`config.mk`:
```
export PLATFORM = sky130hd
export DESIGN_NAME = soc_axil_master_bridge_flat
export DESIGN_NICKNAME = d
export VERILOG_FILES = /design/src/rtl/soc_axil_master_bridge_if.sv /design/src/rtl/soc_axil_master_bridge.sv /design/src/flat_wrapper.sv
export SDC_FILE = /design/constraint.sdc
export NUM_CORES = 1
export LEC_CHECK = 0
export ABC_AREA = 1
export CELL_PAD_IN_SITES_DETAIL_PLACEMENT = 0
export CELL_PAD_IN_SITES_GLOBAL_PLACEMENT = 2
export CORE_MARGIN = 4
export CORE_UTILIZATION = 24
export DETAILED_ROUTE_END_ITERATION = 10
export PLACE_DENSITY_LB_ADDON = 0.1
export SLEW_MARGIN = 20
export SYNTH_ARGS = -nofsm -noshare
export SYNTH_HDL_FRONTEND = slang
export SYNTH_SLANG_ARGS = --single-unit
```
`constraint.sdc`:
```
create_clock -name aclk -period 2.5 [get_ports aclk]
set_input_delay 0.75 -clock aclk [delete_from_list [all_inputs] [get_ports aclk]]
set_output_delay 0.75 -clock aclk [all_outputs]
set_load 0.01 [all_outputs]
```
`src/rtl/soc_axil_master_bridge_if.sv`:
```
`timescale 1ns/1ps
// AXI-Lite bundle between the native-request bridge (master) and the crossbar slave port.
interface soc_axil_master_bridge_if #(
   parameter int ADDR_WIDTH = 32,
   parameter int DATA_WIDTH = 32
);
   logic [ADDR_WIDTH-1:0]   awaddr;
   logic                    awvalid, awready;
   logic [DATA_WIDTH-1:0]   wdata;
   logic [DATA_WIDTH/8-1:0] wstrb;
   logic                    wvalid, wready;
   logic [1:0]              bresp;
   logic                    bvalid, bready;
   logic [ADDR_WIDTH-1:0]   araddr;
   logic                    arvalid, arready;
   logic [DATA_WIDTH-1:0]   rdata;
   logic [1:0]              rresp;
   logic                    rvalid, rready;

   modport master (
      output awaddr, awvalid, wdata, wstrb, wvalid, bready, araddr, arvalid, rready,
      input  awready, wready, bresp, bvalid, arready, rdata, rresp, rvalid
   );
   modport slave (
      input  awaddr, awvalid, wdata, wstrb, wvalid, bready, araddr, arvalid, rready,
      output awready, wready, bresp, bvalid, arready, rdata, rresp, rvalid
   );
endinterface

```
`src/rtl/soc_axil_master_bridge.sv`:
```
`timescale 1ns/1ps
// Single-outstanding native request -> AXI-Lite master, with local misalign rejection
// and a per-transaction timeout that drains the hung handshake before going idle.
module soc_axil_master_bridge #(
   parameter int ADDR_WIDTH     = 32,
   parameter int DATA_WIDTH     = 32,
   parameter int TIMEOUT_CYCLES = 1024
) (
   input  logic                    aclk,
   input  logic                    areset,
   input  logic                    req_valid,
   output logic                    req_ready,
   input  logic                    req_we,
   input  logic [ADDR_WIDTH-1:0]   req_addr,
   input  logic [DATA_WIDTH-1:0]   req_wdata,
   input  logic [DATA_WIDTH/8-1:0] req_wstrb,
   output logic                    rsp_valid,
   output logic [DATA_WIDTH-1:0]   rsp_rdata,
   output logic [1:0]              rsp_resp,
   output logic                    rsp_timeout,
   output logic                    rsp_misalign,
   output logic                    busy,
   soc_axil_master_bridge_if.master m_axi
);
   localparam logic [2:0] IDLE    = 3'd0;
   localparam logic [2:0] WR_REQ  = 3'd1;
   localparam logic [2:0] WR_RESP = 3'd2;
   localparam logic [2:0] RD_REQ  = 3'd3;
   localparam logic [2:0] RD_RESP = 3'd4;
   localparam logic [2:0] DRAIN   = 3'd5;
   localparam logic [16:0] TMO_LIM = 17'(TIMEOUT_CYCLES);

   logic [2:0]              state_q, state_d;
   logic [15:0]             cnt_q, cnt_d;
   logic [ADDR_WIDTH-1:0]   awaddr_q, awaddr_d, araddr_q, araddr_d;
   logic [DATA_WIDTH-1:0]   wdata_q, wdata_d, rsp_rdata_q, rsp_rdata_d;
   logic [DATA_WIDTH/8-1:0] wstrb_q, wstrb_d;
   logic awvalid_q, awvalid_d, wvalid_q, wvalid_d, arvalid_q, arvalid_d;
   logic bready_q, bready_d, rready_q, rready_d;
   logic rsp_valid_q, rsp_valid_d, rsp_timeout_q, rsp_timeout_d, rsp_misalign_q, rsp_misalign_d;
   logic [1:0] rsp_resp_q, rsp_resp_d;
   logic aw_hs, w_hs, ar_hs, b_hs, r_hs, tmo_hit, tmo_fire;

   assign aw_hs = awvalid_q & m_axi.awready;
   assign w_hs  = wvalid_q  & m_axi.wready;
   assign ar_hs = arvalid_q & m_axi.arready;
   assign b_hs  = bready_q  & m_axi.bvalid;
   assign r_hs  = rready_q  & m_axi.rvalid;
   // cnt_q is 0 in the first cycle after acceptance, so the error pulse lands
   // TIMEOUT_CYCLES cycles after acceptance, same reference as the normal latency.
   assign tmo_hit = (TIMEOUT_CYCLES != 0) && (({1'b0, cnt_q} + 17'd2) >= TMO_LIM);

   always_comb begin
      state_d        = state_q;
      cnt_d          = (state_q == IDLE) ? '0 : cnt_q + 16'd1;
      awaddr_d       = awaddr_q;
      araddr_d       = araddr_q;
      wdata_d        = wdata_q;
      wstrb_d        = wstrb_q;
      awvalid_d      = awvalid_q & ~aw_hs;
      wvalid_d       = wvalid_q  & ~w_hs;
      arvalid_d      = arvalid_q & ~ar_hs;
      bready_d       = bready_q;
      rready_d       = rready_q;
      rsp_valid_d    = 1'b0;
      rsp_rdata_d    = '0;
      rsp_resp_d     = 2'b00;
      rsp_timeout_d  = 1'b0;
      rsp_misalign_d = 1'b0;
      tmo_fire       = 1'b0;
      case (state_q)
         IDLE: if (req_valid) begin
            if (req_addr[1:0] != 2'b00) begin
               rsp_valid_d    = 1'b1;
               rsp_resp_d     = 2'b10;
               rsp_misalign_d = 1'b1;
            end else if (req_we) begin
               awaddr_d  = req_addr;
               wdata_d   = req_wdata;
               wstrb_d   = req_wstrb;
               awvalid_d = 1'b1;
               wvalid_d  = 1'b1;
               state_d   = WR_REQ;
            end else begin
               araddr_d  = req_addr;
               arvalid_d = 1'b1;
               state_d   = RD_REQ;
            end
         end
         WR_REQ: if (!awvalid_d && !wvalid_d) begin
            state_d  = WR_RESP;
            bready_d = 1'b1;
         end else tmo_fire = tmo_hit;
         WR_RESP: if (b_hs) begin
            rsp_valid_d = 1'b1;
            rsp_resp_d  = m_axi.bresp;
            bready_d    = 1'b0;
            state_d     = IDLE;
         end else tmo_fire = tmo_hit;
         RD_REQ: if (!arvalid_d) begin
            state_d  = RD_RESP;
            rready_d = 1'b1;
         end else tmo_fire = tmo_hit;
         RD_RESP: if (r_hs) begin
            rsp_valid_d = 1'b1;
            rsp_resp_d  = m_axi.rresp;
            rsp_rdata_d = (m_axi.rresp == 2'b00) ? m_axi.rdata : '0;
            rready_d    = 1'b0;
            state_d     = IDLE;
         end else tmo_fire = tmo_hit;
         // B/R cannot precede the request handshakes, so either one ends the drain
         DRAIN: if (b_hs || r_hs) begin
            bready_d = 1'b0;
            rready_d = 1'b0;
            state_d  = IDLE;
         end
         default: state_d = IDLE;
      endcase
      if (tmo_fire) begin
         rsp_valid_d   = 1'b1;
         rsp_resp_d    = 2'b10;
         rsp_timeout_d = 1'b1;
         bready_d      = 1'b1;
         rready_d      = 1'b1;
         state_d       = DRAIN;
      end
   end

   always_ff @(posedge aclk) begin
      if (areset) begin
         state_q        <= IDLE;
         cnt_q          <= '0;
         awaddr_q       <= '0;
         araddr_q       <= '0;
         wdata_q        <= '0;
         wstrb_q        <= '0;
         awvalid_q      <= 1'b0;
         wvalid_q       <= 1'b0;
         arvalid_q      <= 1'b0;
         bready_q       <= 1'b0;
         rready_q       <= 1'b0;
         rsp_valid_q    <= 1'b0;
         rsp_rdata_q    <= '0;
         rsp_resp_q     <= 2'b00;
         rsp_timeout_q  <= 1'b0;
         rsp_misalign_q <= 1'b0;
      end else begin
         state_q        <= state_d;
         cnt_q          <= cnt_d;
         awaddr_q       <= awaddr_d;
         araddr_q       <= araddr_d;
         wdata_q        <= wdata_d;
         wstrb_q        <= wstrb_d;
         awvalid_q      <= awvalid_d;
         wvalid_q       <= wvalid_d;
         arvalid_q      <= arvalid_d;
         bready_q       <= bready_d;
         rready_q       <= rready_d;
         rsp_valid_q    <= rsp_valid_d;
         rsp_rdata_q    <= rsp_rdata_d;
         rsp_resp_q     <= rsp_resp_d;
         rsp_timeout_q  <= rsp_timeout_d;
         rsp_misalign_q <= rsp_misalign_d;
      end
   end

   assign req_ready     = (state_q == IDLE) && !areset;
   assign busy          = (state_q != IDLE);
   assign rsp_valid     = rsp_valid_q;
   assign rsp_rdata     = rsp_rdata_q;
   assign rsp_resp      = rsp_resp_q;
   assign rsp_timeout   = rsp_timeout_q;
   assign rsp_misalign  = rsp_misalign_q;
   assign m_axi.awaddr  = awaddr_q;
   assign m_axi.awvalid = awvalid_q;
   assign m_axi.wdata   = wdata_q;
   assign m_axi.wstrb   = wstrb_q;
   assign m_axi.wvalid  = wvalid_q;
   assign m_axi.bready  = bready_q;
   assign m_axi.araddr  = araddr_q;
   assign m_axi.arvalid = arvalid_q;
   assign m_axi.rready  = rready_q;
endmodule
```
`src/flat_wrapper.sv`:
```
// flat-port wrapper written by rule: the top's interface ports become plain ports
module soc_axil_master_bridge_flat 
#(
   parameter int ADDR_WIDTH     = 32,
   parameter int DATA_WIDTH     = 32,
   parameter int TIMEOUT_CYCLES = 1024
)
  (aclk, areset, req_valid, req_ready, req_we, req_addr, req_wdata, req_wstrb, rsp_valid, rsp_rdata, rsp_resp, rsp_timeout, rsp_misalign, busy, m_axi_awaddr, m_axi_awvalid, m_axi_wdata, m_axi_wstrb, m_axi_wvalid, m_axi_bready, m_axi_araddr, m_axi_arvalid, m_axi_rready, m_axi_awready, m_axi_wready, m_axi_bresp, m_axi_bvalid, m_axi_arready, m_axi_rdata, m_axi_rresp, m_axi_rvalid);
  soc_axil_master_bridge_if #(.ADDR_WIDTH(ADDR_WIDTH), .DATA_WIDTH(DATA_WIDTH)) m_axi_i ();
  input  logic aclk;
  input  logic areset;
  input  logic req_valid;
  output logic req_ready;
  input  logic req_we;
  input  logic [ADDR_WIDTH-1:0] req_addr;
  input  logic [DATA_WIDTH-1:0] req_wdata;
  input  logic [DATA_WIDTH/8-1:0] req_wstrb;
  output logic rsp_valid;
  output logic [DATA_WIDTH-1:0] rsp_rdata;
  output logic [1:0] rsp_resp;
  output logic rsp_timeout;
  output logic rsp_misalign;
  output logic busy;
  output wire logic [$bits(m_axi_i.awaddr)-1:0] m_axi_awaddr;
  output wire logic [$bits(m_axi_i.awvalid)-1:0] m_axi_awvalid;
  output wire logic [$bits(m_axi_i.wdata)-1:0] m_axi_wdata;
  output wire logic [$bits(m_axi_i.wstrb)-1:0] m_axi_wstrb;
  output wire logic [$bits(m_axi_i.wvalid)-1:0] m_axi_wvalid;
  output wire logic [$bits(m_axi_i.bready)-1:0] m_axi_bready;
  output wire logic [$bits(m_axi_i.araddr)-1:0] m_axi_araddr;
  output wire logic [$bits(m_axi_i.arvalid)-1:0] m_axi_arvalid;
  output wire logic [$bits(m_axi_i.rready)-1:0] m_axi_rready;
  input wire logic [$bits(m_axi_i.awready)-1:0] m_axi_awready;
  input wire logic [$bits(m_axi_i.wready)-1:0] m_axi_wready;
  input wire logic [$bits(m_axi_i.bresp)-1:0] m_axi_bresp;
  input wire logic [$bits(m_axi_i.bvalid)-1:0] m_axi_bvalid;
  input wire logic [$bits(m_axi_i.arready)-1:0] m_axi_arready;
  input wire logic [$bits(m_axi_i.rdata)-1:0] m_axi_rdata;
  input wire logic [$bits(m_axi_i.rresp)-1:0] m_axi_rresp;
  input wire logic [$bits(m_axi_i.rvalid)-1:0] m_axi_rvalid;
  assign m_axi_awaddr = m_axi_i.awaddr;
  assign m_axi_awvalid = m_axi_i.awvalid;
  assign m_axi_wdata = m_axi_i.wdata;
  assign m_axi_wstrb = m_axi_i.wstrb;
  assign m_axi_wvalid = m_axi_i.wvalid;
  assign m_axi_bready = m_axi_i.bready;
  assign m_axi_araddr = m_axi_i.araddr;
  assign m_axi_arvalid = m_axi_i.arvalid;
  assign m_axi_rready = m_axi_i.rready;
  assign m_axi_i.awready = m_axi_awready;
  assign m_axi_i.wready = m_axi_wready;
  assign m_axi_i.bresp = m_axi_bresp;
  assign m_axi_i.bvalid = m_axi_bvalid;
  assign m_axi_i.arready = m_axi_arready;
  assign m_axi_i.rdata = m_axi_rdata;
  assign m_axi_i.rresp = m_axi_rresp;
  assign m_axi_i.rvalid = m_axi_rvalid;
  soc_axil_master_bridge #(.ADDR_WIDTH(ADDR_WIDTH), .DATA_WIDTH(DATA_WIDTH), .TIMEOUT_CYCLES(TIMEOUT_CYCLES)) u_core (.aclk(aclk), .areset(areset), .req_valid(req_valid), .req_ready(req_ready), .req_we(req_we), .req_addr(req_addr), .req_wdata(req_wdata), .req_wstrb(req_wstrb), .rsp_valid(rsp_valid), .rsp_rdata(rsp_rdata), .rsp_resp(rsp_resp), .rsp_timeout(rsp_timeout), .rsp_misalign(rsp_misalign), .busy(busy), .m_axi(m_axi_i));
endmodule
```
* Word level (Yosys, flattened, before mapping) *
Cells that the tools add are included.

storage, ports and cells
  bits in read-only memories = 0
  latch bits = 0
  memory bits (writable) = 0
  output and inout port bits = 144
  bits of input ports = 113
  memories = 0
  bits in registers = 161
  word-level logic and storage cells = 128

operators by class
  equal/unequal tests = 19
  $add $sub $neg = 2
  order comparisons = 1
  bitwise operators = 17
  multiply operators = 0
  shifts and indexed selects = 0
  reduce and logical (&&, ||, !) cells = 22
  divide/modulo/power cells = 0
  mux-type cells = 49

operators by type and width
  kind                                                                 number
  two-way mux 1 bit                                                    29
  two-way mux 3 bit                                                    8
  one-hot mux 3 bit (6 select lines)                                   1
  adder 16 x 2 -> 17 bit, second input constant                        1
  greater-or-equal comparator 17 x 11 -> 1 bit, second input constant  1
  adder 16 x 1 -> 16 bit, second input constant                        1
  AND reduction 4 bit                                                  4
  AND reduction 7 bit                                                  2
  two-way mux 2 bit                                                    6
  != test 3 x 1 -> 1 bit, second input constant                        4
  != test 3 x 2 -> 1 bit, second input constant                        3
  inverter 1 bit                                                       9
  one-hot mux 1 bit (3 select lines)                                   3
  bitwise AND 1 bit                                                    8
  != test 2 x 1 -> 1 bit, second input constant                        4
  nonzero test 4 bit                                                   2
  == test 3 x 2 -> 1 bit, second input constant                        2
  == test 3 bit, second input constant                                 2
  != test 2 bit, second input constant                                 3
  one-hot mux 2 bit (3 select lines)                                   1
  OR reduction 2 bit                                                   3
  one-hot mux 1 bit (4 select lines)                                   1
  OR reduction 4 bit                                                   1
  == test 3 x 1 -> 1 bit, second input constant                        1
  7 further kinds                                                      10

* Longest topological paths before layout *
  word-level depth = 9
  depth in mapped cells = 11
  mapped depth without buffers = 11

* Least setup slack after synthesis *
No wires, ideal clock.

  path type = in2reg
  from = input req_addr[0]
  to = register u_core.awaddr_q[31], in the netlist u_core.m_axi.awaddr[31]
  library setup time = 0.116 ns
  path slack = 0.637 ns
  buffers on the path = 2
  cell stages on the path = 9
  arrival = 1.747 ns
  data required time = 2.384 ns
  cells stage by stage = or2_1 -> nor2_2 -> nand2_4 -> nor2_8 -> inv_2 -> buf_6 -> buf_6 -> nor2_1 -> nor2_1

on the way
  cells in the longest elaborated chain, start to end = 3

ends and longest elaborated chain
  element                               RTL line                       RTL
  start: declaration                    flat_wrapper.sv:15             input logic [ADDR_WIDTH-1:0] req_addr;
  nonzero test 2 bit                    soc_axil_master_bridge.sv:73   if (req_addr[1:0] != 2'b00) begin
  inverter 1 bit (no source line)       -
  AND reduction 4 bit (no source line)  -
  end signal: assignment                soc_axil_master_bridge.sv:150  awaddr_q <= awaddr_d;
  end: declaration                      soc_axil_master_bridge.sv:35   logic [ADDR_WIDTH-1:0] awaddr_q, awaddr_d, araddr_q, araddr_d;

No other way between the ends.
A chain may end at the register's enable or synchronous reset.

* Worst setup path after layout *
  from = register u_core.state_q[1]
  to = output busy

on the way
  cells in the longest elaborated chain, start to end = 1

ends and longest elaborated chain
  element                   RTL line                       RTL
  start: declaration        soc_axil_master_bridge.sv:33   logic [2:0] state_q, state_d;
  start signal: assignment  soc_axil_master_bridge.sv:148  state_q <= state_d;
  nonzero test 3 bit        soc_axil_master_bridge.sv:168  assign busy = (state_q != IDLE);
  end: declaration          flat_wrapper.sv:23             output logic busy;

No other way between the ends.

==> impl_metrics.ini <==
[outcome]
status = finished clean

[critical_path]
arrival_ns = 1.58
worst-setup-path-type = reg2out
cp.required_ns = 1.75
worst-path-max-fanout = 6
worst_setup_path_start_kind = register
critPathCaptureType = output pin

[detailed_routing]
drt-initial-drc-count = 287
via_count = 5531
via_per_inst = 4.07
wl_mm = 19.7
ant_nets = 0
wl_per_cell_um = 14.5
drcViolationCount = 0
firstDrtPassIters = 4

[pwr]
cellInternalPower_uw = 4800
finalPower_uw = 6610
switching_share_pct = 27.3
power.switching_uw = 1810
pwr-share-seq_pct = 42.8
leakage_uw = 0.00395
pwr-share-clk_pct = 39.6
combPwrFrac_pct = 17.6
power.density_mw_per_mm2 = 700
peakVddDrop_mv = 0.420

[yosys]
yosys_warnings = 0
yosysMostFrequentCell = nor2_1
avgSynthCellArea_um2 = 7.68
synthArstFlopShare_pct = 0
synthTopCellsByArea = dfxtp_1, nor2_1, o21ai_0, inv_1, nand2_1
ys_seq_area_share_pct = 54.7
synth_top_cell_area_share_pct = 54.7
yosysUniqueCellTypes = 32
synth_area_mm2 = 0.00590
synth_commonest_cells = nor2_1, dfxtp_1, o21ai_0
syn-num-nets = 884
synthCells = 768
synth_edf_count = 0
yosysTopAreaCell = dfxtp_1
ys.flop_type = dfxtp_1
ys_seq_elements = 161

[floorplanning]
die_w_um = 165
start_util_pct = 24.3
rows = 57
ios = 257
die_h_um = 165
design.core.area_mm2 = 0.0242
die-area_mm2 = 0.0271

[timing]
post-route-period-util_pct = 93.2
worstMarginPinSlew_ns = 0.356
rsz0062_at_grt = no
hold_slack_ns = 0.442
hold_viol_final = 0
timing.fmax_mhz = 429
max-slew-margin-rel_pct = 76.1
clock_skew_ns = 0.0136
finalCriticalPeriod_ns = 2.33
tns_ns = 0
finalSetupViolCount = 0
slew_violations = 0

[clocking]
cts_buffers = 17
clk_pin_slew_ns = 0.06
cts_buffer_depth = 2
hold_buffers = 0
clock-sinks = 161
cts_max_level = 4
worstSkewPairLatency_ns = 0.42
clockRootBuffer = clkbuf_16
tritoncts = built

[placement]
io_buffers = 256
hpwl_mm = 14.1
place_congestion = 0.746
placed_cell_area_mm2 = 0.00886

[cells_and_area]
drive_above_1_share_pct = 5.61
fillers = 2554
area_growth_pct = 60.1
nets = 1137
design_area_mm2 = 0.00944

[grt]
gr-total-overflow = 0
grt_usage_pct = 14.2
grt_pass1_vias = 5545
grt_pass1_wl_mm = 30.1
grt_max_degree = 56
antenna_found_initial = 1

[run]
drv_cap = 0

[hold_path]
holdCritPathClass = reg2reg
==> power by group through the flow <==
stage | clock network (µW) | logic, µW | registers [µW]
floorplan | 0 | 462 | 2940
global placement | 0 | 1190 | 2890
detailed placement | 0 | 1180 | 2890
CTS | 2730 | 1190 | 2830
global route | 2850 | 1290 | 2860
finish | 2620 | 1160 | 2830
==> final cells by class <==
class	count	area [µm²]	area share, %
antenna	1	2.50	0.0265
tap	324	405	4.29
clock inverter	13	150	1.59
multi-input combinational	505	2230	23.6
inverter	67	251	2.66
timing repair buffer	269	2750	29.1
clock buffer	19	433	4.59
sequential	161	3220	34.1
==> registers in the layout, summed over array words and instances, names as in the netlist <==
signal	cells
u_core.m_axi.araddr	32
u_core.m_axi.awaddr	32
u_core.m_axi.wdata	32
u_core.rsp_rdata	32
u_core.cnt_q	16
u_core.m_axi.wstrb	4
u_core.state_q	3
u_core.rsp_resp	2
u_core.m_axi.arvalid	1
u_core.m_axi.awvalid	1
u_core.m_axi.bready	1
u_core.m_axi.rready	1
u_core.m_axi.wvalid	1
u_core.rsp_misalign	1
u_core.rsp_timeout	1
u_core.rsp_valid	1
==> worst paths after layout <==
check | start | to | slack, ns | depth (start not counted)
worst max-delay path | u_core.state_q[1]$_SDFFE_PP0P_ | busy | 0.17 | 3
worst min-delay path | u_core.m_axi.araddr[0]$_SDFFE_PP0P_ | u_core.m_axi.araddr[0]$_SDFFE_PP0P_ | 0.44 | 2
worst max register to register | u_core.cnt_q[1]$_SDFF_PP0_ | u_core.rsp_valid$_SDFF_PP0_ | 0.60 | 10
worst min register to register | u_core.m_axi.araddr[0]$_SDFFE_PP0P_ | u_core.m_axi.araddr[0]$_SDFFE_PP0P_ | 0.44 | 2
==> worst max-delay path: stages (launching register included) <==
cell and delay [ns]:
dfxtp_1 0.44, nor2_2 0.08, nand2_2 0.10, clkdlybuf4s50_1 0.55
==> layout by cell type (no fill, tap or decap), types with 2 or more instances in the layout <==
cell type and instances:
o21ai_1 26, clkinv_2 2, nor2_4 2, o211ai_1 3, xor2_1 3, dfxtp_1 161
o21ai_0 80, clkbuf_1 2, nand3_1 22, nor2_1 267, inv_6 3, nor2_2 3
nand4_1 5, clkbuf_16 17, buf_12 7, a21oi_1 12, nor3_1 6, ha_1 3
clkdlybuf4s50_1 255, buf_4 6, bufinv_16 2, clkinvlp_4 3, xnor2_1 2, nand2_1 61
inv_8 2, inv_1 62, inv_2 5
==> routing by layer <==
metal / track usage [%] / part of all wire [%]
met5: 0 / 0
met4: 3.93 / 1.6
met3: 6.44 / 8.9
met2: 22.7 / 45
met1: 17.4 / 45
==> what timing repair did <==
action | CTS | global route
hold endpoints to repair | 0 | 0
endpoints found under the setup margin | 1 | 0
setup buffers | 0 | 0
gates resized for setup | 1 | 0
==> cell families (layout without fill, tap and decap cells) <==
family          count (synthesis)  after routing  share of synthesized area [%]
compound gates                125            125                           10.9
xor+xnor                        5              5                          0.743
fa+ha+maj                       3              3                          0.637
buf+inv                       102            368                           7.53
flops                         161            161                           54.7
other cells                     0              1                              0
simple gates                  372            372                           25.5
==> per-stage QoR <==
| stage | std cells | worst slack, ns | utilization, % |
|---|---|---|---|
| finish | 1359 | 0.169 | 38.9 |
| global route | 1359 | 0.0478 | 38.9 |
| CTS | 1358 | 0.115 | 38.9 |
| detailed placement | 1326 | -0.0599 | 36.5 |
| global placement | 1326 | -0.0725 | 36.5 |
| floorplan | 768 | 0.637 | - |
(Power assumes the default switching activity.)
